## src/rtl/rc4_pkg.sv

```systemverilog
// Shared RC4 decrypt types: byte type, default message length and the PRGA state encoding.
package rc4_pkg;

   typedef logic [7:0] byte_t;

   localparam int MSG_LEN_DEFAULT = 32;

   typedef enum logic [4:0] {
      IDLE,
      INC_I,
      RD_SI,
      WT_SI,
      GET_SI,
      CALC_J,
      RD_SJ,
      WT_SJ,
      GET_SJ,
      WR_SI,
      WR_SJ,
      RD_F,
      WT_F,
      GET_F,
      RD_ROM,
      WT_ROM,
      GET_ROM,
      WR_RAM,
      NEXT_K,
      DONE
   } state_t;

endpackage

```

## src/rtl/decrypt_fsm_if.sv

```systemverilog
// Memory-side bus of the decrypt engine: S memory, encrypted-message ROM and plaintext RAM.
interface decrypt_fsm_if;
   import rc4_pkg::*;

   byte_t s_address;
   byte_t s_data;
   logic  s_wren;
   byte_t s_q;
   byte_t rom_address;
   byte_t rom_q;
   byte_t ram_address;
   byte_t ram_data;
   logic  ram_wren;

   modport master (
      output s_address, s_data, s_wren, rom_address, ram_address, ram_data, ram_wren,
      input  s_q, rom_q
   );

   modport slave (
      input  s_address, s_data, s_wren, rom_address, ram_address, ram_data, ram_wren,
      output s_q, rom_q
   );

endinterface

```

## src/rtl/rc4_char_check.sv

```systemverilog
// Combinational plaintext filter: legal bytes are lowercase a..z and space.
module rc4_char_check
   import rc4_pkg::*;
(
   input  byte_t i_char,
   output logic  o_legal
);

   assign o_legal = ((i_char >= 8'h61) && (i_char <= 8'h7A)) || (i_char == 8'h20);

endmodule

```

## src/rtl/decrypt_fsm.sv

```systemverilog
// RC4 PRGA decrypt pass over a pre-permuted S memory; 18 cycles per byte, memories have 2-cycle read latency.
// Optional DECRYPT_VALID_CHECK_EN aborts the pass on the first non-text plaintext byte and clears key_valid.
module decrypt_fsm
   import rc4_pkg::*;
#(
   parameter int MSG_LEN = MSG_LEN_DEFAULT
)(
   input  logic          clk,
   input  logic          reset_n,
   input  logic          start,
   output logic          finish,
   output logic          key_valid,
   decrypt_fsm_if.master mem
);

   localparam byte_t K_LAST = byte_t'(MSG_LEN - 1);

   state_t r_state;
   state_t w_next;

   byte_t r_i;
   byte_t r_j;
   byte_t r_k;
   byte_t r_si;
   byte_t r_sj;
   byte_t r_f;
   byte_t r_p;
   logic  r_key_valid;

   byte_t w_plain;
   logic  w_legal;

   assign w_plain = r_f ^ mem.rom_q;

`ifdef DECRYPT_VALID_CHECK_EN
   rc4_char_check u_char_check (
      .i_char  (w_plain),
      .o_legal (w_legal)
   );
`else
   assign w_legal = 1'b1;
`endif

   always_ff @(posedge clk or negedge reset_n) begin
      if (!reset_n) begin
         r_state <= IDLE;
      end else begin
         r_state <= w_next;
      end
   end

   always_ff @(posedge clk or negedge reset_n) begin
      if (!reset_n) begin
         r_i         <= '0;
         r_j         <= '0;
         r_k         <= '0;
         r_si        <= '0;
         r_sj        <= '0;
         r_f         <= '0;
         r_p         <= '0;
         r_key_valid <= 1'b0;
      end else begin
         case (r_state)
            IDLE: begin
               // Fresh indices every pass so back-to-back passes never share state
               if (start) begin
                  r_i         <= '0;
                  r_j         <= '0;
                  r_k         <= '0;
                  r_key_valid <= 1'b1;
               end
            end
            INC_I:   r_i  <= r_i + 8'd1;
            GET_SI:  r_si <= mem.s_q;
            CALC_J:  r_j  <= r_j + r_si;
            GET_SJ:  r_sj <= mem.s_q;
            GET_F:   r_f  <= mem.s_q;
            GET_ROM: begin
               r_p <= w_plain;
               if (!w_legal) begin
                  r_key_valid <= 1'b0;
               end
            end
            NEXT_K: begin
               if (r_k != K_LAST) begin
                  r_k <= r_k + 8'd1;
               end
            end
            default: ;
         endcase
      end
   end

   always_comb begin
      w_next = r_state;
      case (r_state)
         IDLE:    if (start) w_next = INC_I;
         INC_I:   w_next = RD_SI;
         RD_SI:   w_next = WT_SI;
         WT_SI:   w_next = GET_SI;
         GET_SI:  w_next = CALC_J;
         CALC_J:  w_next = RD_SJ;
         RD_SJ:   w_next = WT_SJ;
         WT_SJ:   w_next = GET_SJ;
         GET_SJ:  w_next = WR_SI;
         WR_SI:   w_next = WR_SJ;
         WR_SJ:   w_next = RD_F;
         RD_F:    w_next = WT_F;
         WT_F:    w_next = GET_F;
         GET_F:   w_next = RD_ROM;
         RD_ROM:  w_next = WT_ROM;
         WT_ROM:  w_next = GET_ROM;
         GET_ROM: w_next = w_legal ? WR_RAM : DONE;
         WR_RAM:  w_next = NEXT_K;
         NEXT_K:  w_next = (r_k == K_LAST) ? DONE : INC_I;
         DONE:    w_next = IDLE;
         default: w_next = IDLE;
      endcase
   end

   // Addresses are held through the wait and capture states so the memories see a stable bus
   always_comb begin
      mem.s_address   = '0;
      mem.s_data      = '0;
      mem.s_wren      = 1'b0;
      mem.rom_address = '0;
      mem.ram_address = '0;
      mem.ram_data    = '0;
      mem.ram_wren    = 1'b0;
      finish          = 1'b0;
      case (r_state)
         RD_SI, WT_SI, GET_SI: mem.s_address = r_i;
         RD_SJ, WT_SJ, GET_SJ: mem.s_address = r_j;
         WR_SI: begin
            mem.s_address = r_i;
            mem.s_data    = r_sj;
            mem.s_wren    = 1'b1;
         end
         WR_SJ: begin
            mem.s_address = r_j;
            mem.s_data    = r_si;
            mem.s_wren    = 1'b1;
         end
         RD_F, WT_F, GET_F:       mem.s_address   = r_si + r_sj;
         RD_ROM, WT_ROM, GET_ROM: mem.rom_address = r_k;
         WR_RAM: begin
            mem.ram_address = r_k;
            mem.ram_data    = r_p;
            mem.ram_wren    = 1'b1;
         end
         DONE:    finish = 1'b1;
         default: ;
      endcase
   end

   assign key_valid = r_key_valid;

endmodule

```

## src/flat_wrapper.sv

```systemverilog
// flat-port wrapper written by rule: the top's interface ports become plain ports
module decrypt_fsm_flat import rc4_pkg::*;
#(
   parameter int MSG_LEN = MSG_LEN_DEFAULT
)
  (clk, reset_n, start, finish, key_valid, mem_s_address, mem_s_data, mem_s_wren, mem_rom_address, mem_ram_address, mem_ram_data, mem_ram_wren, mem_s_q, mem_rom_q);
  decrypt_fsm_if mem_i ();
  input  logic clk;
  input  logic reset_n;
  input  logic start;
  output logic finish;
  output logic key_valid;
  output wire logic [$bits(mem_i.s_address)-1:0] mem_s_address;
  output wire logic [$bits(mem_i.s_data)-1:0] mem_s_data;
  output wire logic [$bits(mem_i.s_wren)-1:0] mem_s_wren;
  output wire logic [$bits(mem_i.rom_address)-1:0] mem_rom_address;
  output wire logic [$bits(mem_i.ram_address)-1:0] mem_ram_address;
  output wire logic [$bits(mem_i.ram_data)-1:0] mem_ram_data;
  output wire logic [$bits(mem_i.ram_wren)-1:0] mem_ram_wren;
  input wire logic [$bits(mem_i.s_q)-1:0] mem_s_q;
  input wire logic [$bits(mem_i.rom_q)-1:0] mem_rom_q;
  assign mem_s_address = mem_i.s_address;
  assign mem_s_data = mem_i.s_data;
  assign mem_s_wren = mem_i.s_wren;
  assign mem_rom_address = mem_i.rom_address;
  assign mem_ram_address = mem_i.ram_address;
  assign mem_ram_data = mem_i.ram_data;
  assign mem_ram_wren = mem_i.ram_wren;
  assign mem_i.s_q = mem_s_q;
  assign mem_i.rom_q = mem_rom_q;
  decrypt_fsm #(.MSG_LEN(MSG_LEN)) u_core (.clk(clk), .reset_n(reset_n), .start(start), .finish(finish), .key_valid(key_valid), .mem(mem_i));
endmodule
```

## config.mk

```make
export PLATFORM = sky130hd
export DESIGN_NAME = decrypt_fsm_flat
export DESIGN_NICKNAME = d
export VERILOG_FILES = /design/src/rtl/rc4_pkg.sv /design/src/rtl/decrypt_fsm_if.sv /design/src/rtl/rc4_char_check.sv /design/src/rtl/decrypt_fsm.sv /design/src/flat_wrapper.sv
export SDC_FILE = /design/constraint.sdc
export NUM_CORES = 1
export LEC_CHECK = 0
export ABC_AREA = 1
export ABC_CLOCK_PERIOD_IN_PS = 2800
export CAP_MARGIN = 25
export CORE_ASPECT_RATIO = 1.5
export CORE_UTILIZATION = 50
export CTS_CLUSTER_DIAMETER = 100
export DETAILED_ROUTE_END_ITERATION = 10
export PLACE_DENSITY = 0.75
export SLEW_MARGIN = 20
export SYNTH_ARGS = -nofsm -noshare
export SYNTH_HDL_FRONTEND = slang
export SYNTH_SLANG_ARGS = --single-unit
```

## constraint.sdc

```tcl
create_clock -name clk -period 2.8 [get_ports clk]
set_clock_uncertainty 0.05 [all_clocks]
set_input_delay 0.42 -clock clk [delete_from_list [all_inputs] [get_ports clk]]
set_output_delay 0.42 -clock clk [all_outputs]
set_load 0.1 [all_outputs]
```

==> results.md <==
- Core box area: 7661 um^2
- Synthesized instance count: 540
- Top cells by area, synth: dfrtp_1 39%, nand2_1 14%, nand3_1 6.6%, inv_1 6.2%, nor2_1 5.2%
- Pwr dens: 1213 nW/um^2
- GRT Total Usage: 0.2805
- Worst skew pair latency: 0.34 ns
- Max Clk Rate: 0.3764 GHz
- HP Class: input port to asynchronous set/reset pin
- Most used DFF post-synth: dfrtp_1
- Maxcap violations: 0
- Worst Path Buf+Inv: 1
- Placed Instances: 697
- Synthesized area per cell: 7.352 um^2
- Distinct cell type count after synthesis: 35
- Vias per cell: 5.419
- Net Count, Synth: 577
- Critical path's slowest cell: dfrtp_1
- R2R setup slack: 1.03 ns
- CP Max Fanout: 3
- Maximum VDD drop: 0.8395 mV
- Fin Hold WS: 0.07709 ns
- Critical-path cell list: ha_1 -> fa_1 -> nand2_1 -> nand2_1 -> nand3_1 -> nand2_1 -> nand2_1 -> nand3_1 -> nand3_1 -> buf_12
- Starting density of the core: 0.5182
- Initial antenna violation count: 0
- FFs w/ async S/R, synth: 1.000
- Via count: 3864
- Most common cell in the synthesized netlist: nand2_1
- GR Layer Usage met1: 0.3274
- IO buf count: 62
- Startpoint types: register
- Ports: 63
- First-pass GRT wire length: 17730 um
- Slew Viols, Final: 0
- CTS H-tree depth: 3
- Global-route met2 utilization: 0.4727
- Worst reg2reg endpoint: u_core.r_sj[6]$_DFFE_PN0P_
- Die Ht: 111.1 um
- CTS buffer count: 9
- Width of the chip: 74.76 um
- Share of layout cells above drive strength 1: 0.1604
- Crit path DAT: 2.19 ns
- YS warnings: 0
- Post-CTS Hold Fix Bufs: 0
- Largest net degree at the start of global routing: 36
- Antenna Cells: 0
- Top post-synthesis cells by count: 151 x nand2_1, 66 x inv_1, 62 x dfrtp_1
- Final count of hold timing violations: 0
- Most frequent cell on the critical path: nand2_1
- Crit path time final: 2.657 ns
- Postcts setup bufs: 0
- Worst r2r src: u_core.r_state[4]$_DFFE_PN0P_
- DRT Wirelength: 10460 um
- RSZ-0062 raised after global routing: false
- Worst Tran Pin Value: 0.7019 ns
- Clk buf depth: 2
- Post-Layout Cell Count: 713
- Clock sink count: 62
- Register area share after synthesis: 0.3908
- Post-Syn Area: 3970 um^2
- Final setup viols: 0
- Reg2reg path depth: 5
- Post_cts resized: 0
- GP Congestion: 0.9384
- CP endpoint kind: output pin
- Lkg Pwr: 2.702 nW
- Drt pass-1 iters: 5
- Crit share post-route: 0.9488
- Iteration-0 DRC count of the detailed router: 197
- Crit Path Category: register to output pin
- Crit path largest cell delay: 0.41 ns
- CP delay by family, top: adder cells
- Clock-pin slew on the worst setup and hold paths: 0.06 ns
- WP data required: 2.33 ns
- Synth top area share: 0.3908
- Vias in the first global route: 3879
- Root Driver: clkbuf_16
- Area Growth Syn to Fin: 36.46%
- Post-detail-place hpwl: 7953 um
- Grt total ovfl: 0
- Status: finished clean
- Number of synthesized flops with an enable pin: 0
- Layout Nets: 643
- GRT Max-Usage Layer: met2
- Cell taking the most area after synthesis: dfrtp_1
- Final Util: 0.7072
- Fin Setup TNS: 0 ns
- #FFs+latches synth: 62
- M3 GR Usage: 0.05727
- Die area: 8308 um^2
- Worst rel slew slack: 0.5321
- CTS tree: yes
- # DRC: 0
- Detail Route Antenna Nets: 0
- Row cnt: 39
- Avg WL per Cell: 14.67 um
-- layout by cell type, fill, tap and decap left out, types with 8 or more instances in the layout --
master / netlist / layout
dfrtp_1: 62 / 62
nor2_1: 55 / 55
o21ai_0: 35 / 35
clkbuf_16: 0 / 9
inv_2: 8 / 8
nand2_1: 151 / 151
clkdlybuf4s50_1: 0 / 17
ha_1: 16 / 16
nand3_1: 52 / 52
xnor2_1: 10 / 10
a32o_1: 8 / 8
buf_12: 0 / 41
a21oi_1: 17 / 17
inv_1: 66 / 66
-- through the flow --
step | cell area [um^2] | total power [mW] | setup slack [ns]
final | 5418 | 6.571 | 0.1433
after global routing | 5418 | 7.018 | 0.04271
after CTS | 5418 | 6.570 | 0.1559
after detailed placement | 5087 | 5.303 | 0.5368
after global placement | 5087 | 5.189 | 0.5743
after floorplan | 3976 | 4.197 | -0.5307
-- logic make-up after synthesis --
family,share of synthesized area
fa+ha+maj,0.06051
flops,0.3908
buf+inv,0.08446
simple gates,0.3287
compound gates,0.1090
xor+xnor,0.02647
-- flip-flops by register name (all words and copies together) (netlist names) --
register	flops
u_core.key_valid	1
u_core.r_f	8
u_core.r_i	8
u_core.r_j	8
u_core.r_k	8
u_core.r_p	8
u_core.r_si	8
u_core.r_sj	8
u_core.r_state	5
-- cell type report --
cell class	instances	area, um^2
multi-input cells	394	2090
well taps	102	127.6
repair buffers	65	1041
fillers	609	2243
clock buffers	9	225.2
flip-flops and latches	62	1551
clock inverters	7	105.1
inverters	74	277.8
-- report_power, final --
| part | leakage [nW] | total (mW) | internal [mW] | switching (mW) |
|---|---|---|---|---|
| Combinational | 1.79 | 3.66 | 1.26 | 2.39 |
| Sequential | 0.753 | 1.67 | 1.24 | 0.429 |
| Clock | 0.159 | 1.24 | 0.793 | 0.451 |
-- how the worst max path moves through the flow --
stage | from | endpoint | cells after the start
global placement | u_core.r_si[0]$_DFFE_PN0P_ | mem_s_address[6] | 10
finish | u_core.r_sj[0]$_DFFE_PN0P_ | mem_s_address[6] | 10
global route | u_core.r_sj[0]$_DFFE_PN0P_ | mem_s_address[4] | 9
detailed placement | u_core.r_sj[0]$_DFFE_PN0P_ | mem_s_address[6] | 10
floorplan | u_core.r_state[2]$_DFFE_PN0P_ | mem_ram_address[4] | 7
CTS | u_core.r_sj[0]$_DFFE_PN0P_ | mem_s_address[6] | 10
-- worst reg2reg max path: stages (launching register included) --
cell,delay [ns]
dfrtp_1,0.44
inv_2,0.20
nand3_2,0.15
inv_2,0.20
nand2_1,0.31
o21ai_0,0.32
-- routing by layer --
metal | vias up | share of wire
met5 | - | 0
met4 | 0 | 0.033
met3 | 32 | 0.037
met2 | 105 | 0.53
met1 | 1851 | 0.40
li1 | 1876 | -
Note: power is estimated with default switching activity, not from simulation.
